<file path="config.mk">
export PLATFORM = sky130hd
export DESIGN_NAME = delay_sum_beamformer
export DESIGN_NICKNAME = d
export VERILOG_FILES = /design/src/rtl/delay_sum_beamformer.sv
export SDC_FILE = /design/constraint.sdc
export NUM_CORES = 2
export LEC_CHECK = 0
export BUFFER_PORTS_ARGS = -buffer_cell sky130_fd_sc_hd__buf_2
export CORE_MARGIN = 2
export CORE_UTILIZATION = 30
export CTS_BUF_LIST = sky130_fd_sc_hd__clkbuf_4
export DETAILED_ROUTE_END_ITERATION = 12
export GPL_ROUTABILITY_DRIVEN = 0
export GPL_TIMING_DRIVEN = 0
export PLACE_DENSITY_LB_ADDON = 0.08
export SKIP_CTS_REPAIR_TIMING = 1
export SLEW_MARGIN = 10
export SYNTH_ARGS = -nofsm -noshare
export SYNTH_HDL_FRONTEND = slang
export SYNTH_SLANG_ARGS = --single-unit
</file>
<file path="constraint.sdc">
create_clock -name clk -period 4.11 [get_ports clk]
set_clock_uncertainty 0.05 [all_clocks]
set_input_delay 0.822 -clock clk [delete_from_list [all_inputs] [get_ports clk]]
set_output_delay 0.822 -clock clk [all_outputs]
set_load 0.05 [all_outputs]
</file>
<file path="src/rtl/delay_sum_beamformer.sv">
// delay_sum_beamformer
//   Multi-channel delay-and-sum core. Each accepted frame carries one signed
//   sample per channel. Every channel is delayed by its own programmable
//   number of frames through a circular history buffer. The delayed samples
//   are then summed at full precision in a two-stage pipeline.
//
// Ports:
//   clk          rising-edge clock for all logic
//   reset        synchronous, active-high reset
//   sample_in    input frame, channel c at [c*SAMPLE_WIDTH +: SAMPLE_WIDTH]
//   sample_valid frame present on sample_in
//   sample_ready core accepts a frame this cycle
//   cfg_we       delay register write enable
//   cfg_channel  channel whose delay is written (out-of-range writes ignored)
//   cfg_delay    new delay in frames
//   sum_out      signed sum of the delayed samples (registered)
//   sum_valid    sum_out holds a result (registered)
//   sum_ready    downstream accepts sum_out
module delay_sum_beamformer #(
    parameter int NUM_CHANNELS = 4,
    parameter int SAMPLE_WIDTH = 16,
    parameter int DEPTH        = 16,
    localparam int CW          = $clog2(NUM_CHANNELS),
    localparam int DW          = $clog2(DEPTH),
    localparam int SUM_WIDTH   = SAMPLE_WIDTH + CW,
    localparam int CFG_W       = (CW > 0) ? CW : 1
) (
    input  logic                                 clk,
    input  logic                                 reset,
    input  logic [NUM_CHANNELS*SAMPLE_WIDTH-1:0] sample_in,
    input  logic                                 sample_valid,
    output logic                                 sample_ready,
    input  logic                                 cfg_we,
    input  logic [CFG_W-1:0]                     cfg_channel,
    input  logic [DW-1:0]                        cfg_delay,
    output logic [SUM_WIDTH-1:0]                 sum_out,
    output logic                                 sum_valid,
    input  logic                                 sum_ready
);

    logic                    advance_s;
    logic                    accept_s;
    logic                    cfg_hit_s;
    logic [DW-1:0]           wr_ptr_r;
    logic [DW-1:0]           delay_r   [NUM_CHANNELS];
    logic [SAMPLE_WIDTH-1:0] hist_r    [NUM_CHANNELS][DEPTH];
    logic [DW-1:0]           rd_addr_s [NUM_CHANNELS];
    logic [SAMPLE_WIDTH-1:0] tap_s     [NUM_CHANNELS];
    logic                    s1_valid_r;
    logic [SAMPLE_WIDTH-1:0] s1_data_r [NUM_CHANNELS];
    logic [SUM_WIDTH-1:0]    sum_s;
    logic [SUM_WIDTH-1:0]    sum_out_r;
    logic                    sum_valid_r;

    // The whole pipeline moves together; an empty or draining output lets it advance.
    assign advance_s    = ~sum_valid_r | sum_ready;
    assign sample_ready = advance_s & ~reset;
    assign accept_s     = sample_valid & sample_ready;
    // Widen by one bit so the range test stays meaningful for power-of-two channel counts.
    assign cfg_hit_s    = cfg_we & ({1'b0, cfg_channel} < (CFG_W+1)'(NUM_CHANNELS));

    assign sum_out   = sum_out_r;
    assign sum_valid = sum_valid_r;

    // Delayed sample selection: delay 0 bypasses memory, since that slot is written by this very frame.
    always_comb begin
        for (int c = 0; c < NUM_CHANNELS; c++) begin
            rd_addr_s[c] = wr_ptr_r - delay_r[c];
            if (delay_r[c] == {DW{1'b0}}) begin
                tap_s[c] = sample_in[c*SAMPLE_WIDTH +: SAMPLE_WIDTH];
            end else begin
                tap_s[c] = hist_r[c][rd_addr_s[c]];
            end
        end
    end

    // Full-precision adder tree input: sign-extend each staged sample and accumulate.
    always_comb begin
        sum_s = {SUM_WIDTH{1'b0}};
        for (int c = 0; c < NUM_CHANNELS; c++) begin
            sum_s = sum_s + {{CW{s1_data_r[c][SAMPLE_WIDTH-1]}}, s1_data_r[c]};
        end
    end

    // History buffer and write pointer; the pointer wraps naturally at DEPTH.
    always_ff @(posedge clk) begin
        if (reset) begin
            wr_ptr_r <= {DW{1'b0}};
            for (int c = 0; c < NUM_CHANNELS; c++) begin
                for (int d = 0; d < DEPTH; d++) begin
                    hist_r[c][d] <= {SAMPLE_WIDTH{1'b0}};
                end
            end
        end else if (accept_s) begin
            wr_ptr_r <= wr_ptr_r + DW'(1'b1);
            for (int c = 0; c < NUM_CHANNELS; c++) begin
                hist_r[c][wr_ptr_r] <= sample_in[c*SAMPLE_WIDTH +: SAMPLE_WIDTH];
            end
        end
    end

    // Per-channel delay registers; writes land at the edge, so a coincident frame still sees the old delay.
    always_ff @(posedge clk) begin
        if (reset) begin
            for (int c = 0; c < NUM_CHANNELS; c++) begin
                delay_r[c] <= {DW{1'b0}};
            end
        end else if (cfg_hit_s) begin
            delay_r[cfg_channel] <= cfg_delay;
        end
    end

    // Two-stage pipeline: S1 stages the delayed samples, S2 registers their sum.
    always_ff @(posedge clk) begin
        if (reset) begin
            s1_valid_r  <= 1'b0;
            sum_valid_r <= 1'b0;
            sum_out_r   <= {SUM_WIDTH{1'b0}};
            for (int c = 0; c < NUM_CHANNELS; c++) begin
                s1_data_r[c] <= {SAMPLE_WIDTH{1'b0}};
            end
        end else if (advance_s) begin
            s1_valid_r  <= accept_s;
            sum_valid_r <= s1_valid_r;
            if (accept_s) begin
                for (int c = 0; c < NUM_CHANNELS; c++) begin
                    s1_data_r[c] <= tap_s[c];
                end
            end
            if (s1_valid_r) begin
                sum_out_r <= sum_s;
            end
        end
    end

endmodule

</file>
==> impl_metrics.csv <==
group,metric,value,unit
run_status,status,"finished clean",
detailed_routing,drtIter0Drc,2523,
synth,synth-seq-area-share,0.574,
synth,synthCells,4249,
setup_path,slowest_delay,920,ps
clock_tree,cts_buffers,342,
clock_tree,cts_tree,"yes",
synth,syn_nets,4394,
power,ir_drop,271,uV
setup_path,crit_required,5070,ps
placement,io_buffers,61,
synth,synth_top_cell_by_area,"edfxtp_1",
sta,fin_crit_sh,0.999,
power,power.leakage,21.0,nW
setup_path,crit_chain,"clkinvlp_4 > buf_4 > fa_1 > xnor2_1 > clkbuf_1 > mux2i_1 > mux2i_1 > a22o_1",
clock_tree,clk_latency,1360,ps
sta,tns,0,ps
floorplan,core_area,165000,sq um
setup_path,cp.arrival,5060,ps
synth,syn_avg_cell_area,11.7,sq um
floorplan,die_h,412,um
power,powerDensity,485,nW/um^2
setup_path,cp_slowest_cell,"clkbuf_1",
sta,slew_viol_final,0,
layout,syn2layout_area_growth,16.2,%
setup_path,cp_top_family,"buffers and inverters",
setup_path,worst-setup-path-type,"register to register",
sta,setup_viol,0,
synth,ys_types,51,
setup_path,end_kind,"register",
synth,synth_area_leaders,"edfxtp_1, dfxtp_1, mux4_2, nand2_1, a21oi_1",
detailed_routing,wl,193000,um
placement,dp.final_hpwl,131000,um
sta,fin_hold_ws,38.6,ps
detailed_routing,vias_per_cell,4.94,
detailed_routing,drc,0,
layout,finalCoreUtilization,0.351,
sta,fin_crit,4110,ps
synth,synth-main-ff-cell,"edfxtp_1",
layout,fillers,16800,
layout,final_nets,4865,
setup_path,worst-path-buf-inv,3,
global_route,grt_pass1_vias,35400,
detailed_routing,first_pass_iters,5,
detailed_routing,vias,35400,
synth,ys_async_sr_fraction,0,
layout,multi_input_area,19400,sq um
sta,hold_viol,0,
clock_tree,cts_buffer_depth,4,
clock_tree,h-tree-depth,5,
sta,slew_headroom,0.123,
clock_tree,cts.clk_slew.worst_paths,80,ps
flow_run,max_cap_violations,0,
layout,fin_cells,7163,
synth,syn_area,49900,sq um
global_route,grt_pass1_wl,270000,um
sta,fmax,244,MHz
synth,ys_seq_elements,1128,
power,finalPower,28.1,mW
setup_path,startpoint_type,"register",
clock_tree,cts_root_buf,"clkbuf_4",
placement,dp.cells,6503,
global_route,antenna_found_initial,18,
synth,ys_warn_count,0,
floorplan,row_count,149,
floorplan,io_pins,95,
global_route,grtUsageTotal,0.226,
layout,regArea,28700,sq um
sta,worstMarginPinSlew,1310,ps
floorplan,initial_core_util,0.302,
global_route,overflow,0,
detailed_routing,ant_nets,0,
global_route,grt_start_max_net_pins,36,
setup_path,cp_common_cell,"mux2i_1",
floorplan,die-width,412,um
synth,synth_edf_count,608,
layout,drive_gt1_frac,0.208,
floorplan,dieArea,170000,sq um
detailed_routing,routedWlPerCell,26.9,um
synth,yosysTopAreaCellShare,0.366,
clock_tree,clkSinkCount,1128,
worst_hold_path,hold_path.class,"input pin to register",
setup_path,crit_fanout,10,
==> power breakdown <==
part,leakage (nW),internal [mW],switching [mW],total [mW]
sequential,10.5,12.3,0.167,12.5
combinational,7.94,1.70,2.97,4.67
clock,2.53,5.77,5.19,11.0
==> metal layers <==
layer | global-route usage | up-vias | share of wire
met2 | 0.372 | 1101 | 0.48
met3 | 0.0426 | 368 | 0.051
li1 | - | 16100 | -
met5 | 0 | - | 0.00036
met4 | 0.0774 | 12 | 0.030
met1 | 0.298 | 17800 | 0.44
==> worst register-to-register path: stages (launching register included) <==
cell        delay, ps
dfxtp_1           650
clkinvlp_4        160
buf_4             210
fa_1              450
xnor2_1           590
clkbuf_1          920
mux2i_1           300
mux2i_1           110
a22o_1            310
==> sequential cells by signal, indices dropped and copies added (netlist names) <==
register    flops
delay_r        16
hist_r       1024
s1_data_r      64
s1_valid_r      1
sum_out        18
sum_valid       1
wr_ptr_r        4
==> Yosys cell counts, types with 64 or more instances <==
| cell type | count |
|---|---|
| a21oi_1 | 461 |
| a22o_1 | 64 |
| and2_1 | 310 |
| buf_2 | 86 |
| clkbuf_1 | 261 |
| dfxtp_1 | 520 |
| edfxtp_1 | 608 |
| inv_1 | 110 |
| mux2i_1 | 192 |
| mux4_2 | 256 |
| nand2_1 | 975 |
| nand2b_1 | 100 |
| o21ai_0 | 73 |
==> through the flow <==
step	instance area [sq um]	setup slack, ps
final	58000	4.14
after global routing	58000	-19.9
after CTS	57300	-473
after detailed placement	53100	-748
after global placement	52900	-1530
after floorplan	49900	655
==> logic make-up after synthesis <==
logic type | share of synthesized area
simple gates | 0.134
compound gates | 0.0697
mux | 0.154
flops | 0.574
xor+xnor | 0.00516
fa+ha+maj | 0.0231
buf+inv | 0.0389
==> path summary, 6_finish.rpt <==
check                                     from         endpoint  slack (ps)  cells after the start
worst max-delay path               wr_ptr_r[1]  s1_data_r[0][1]           4                      8
worst min-delay path             sample_in[57]   hist_r[3][201]          40                      3
worst max register to register     wr_ptr_r[1]  s1_data_r[0][1]           4                      8
worst min register to register  hist_r[2][126]   hist_r[2][126]         400                      2
==> cell usage in the layout (no fill, tap or decap), types with 12 or more instances in the layout <==
master         synthesis  final
nand2_1              975    975
edfxtp_1             608    608
dfxtp_1              520    520
clkbuf_4               0    512
a21oi_1              461    460
and2_1               310    310
mux4_2               256    256
clkbuf_1             261    234
mux2i_1              192    190
buf_2                 86    148
inv_1                110    109
nand2b_1             100     76
o21ai_0               73     73
a22o_1                64     64
dlygate4sd3_1          0     61
clkinv_1               0     56
fa_1                  37     36
ha_1                  33     33
nor2_1                30     28
clkbuf_2               0     27
nand2b_2               0     23
buf_4                 14     16
xnor2_1               15     14
diode_2                0     12
nand3_1               12     12
==> cell type report <==
cell class / instances / share of cell area
Clock buffer: 512 / 0.0663
Antenna cell: 12 / 0.000518
Inverter: 110 / 0.00718
Tap cell: 2189 / 0.0472
Multi-Input combinational cell: 2646 / 0.334
Timing Repair Buffer: 128 / 0.0175
Sequential cell: 1128 / 0.494
Clock inverter: 74 / 0.00600
Buffer: 364 / 0.0269
No activity file was read; power rests on OpenSTA's default activity.
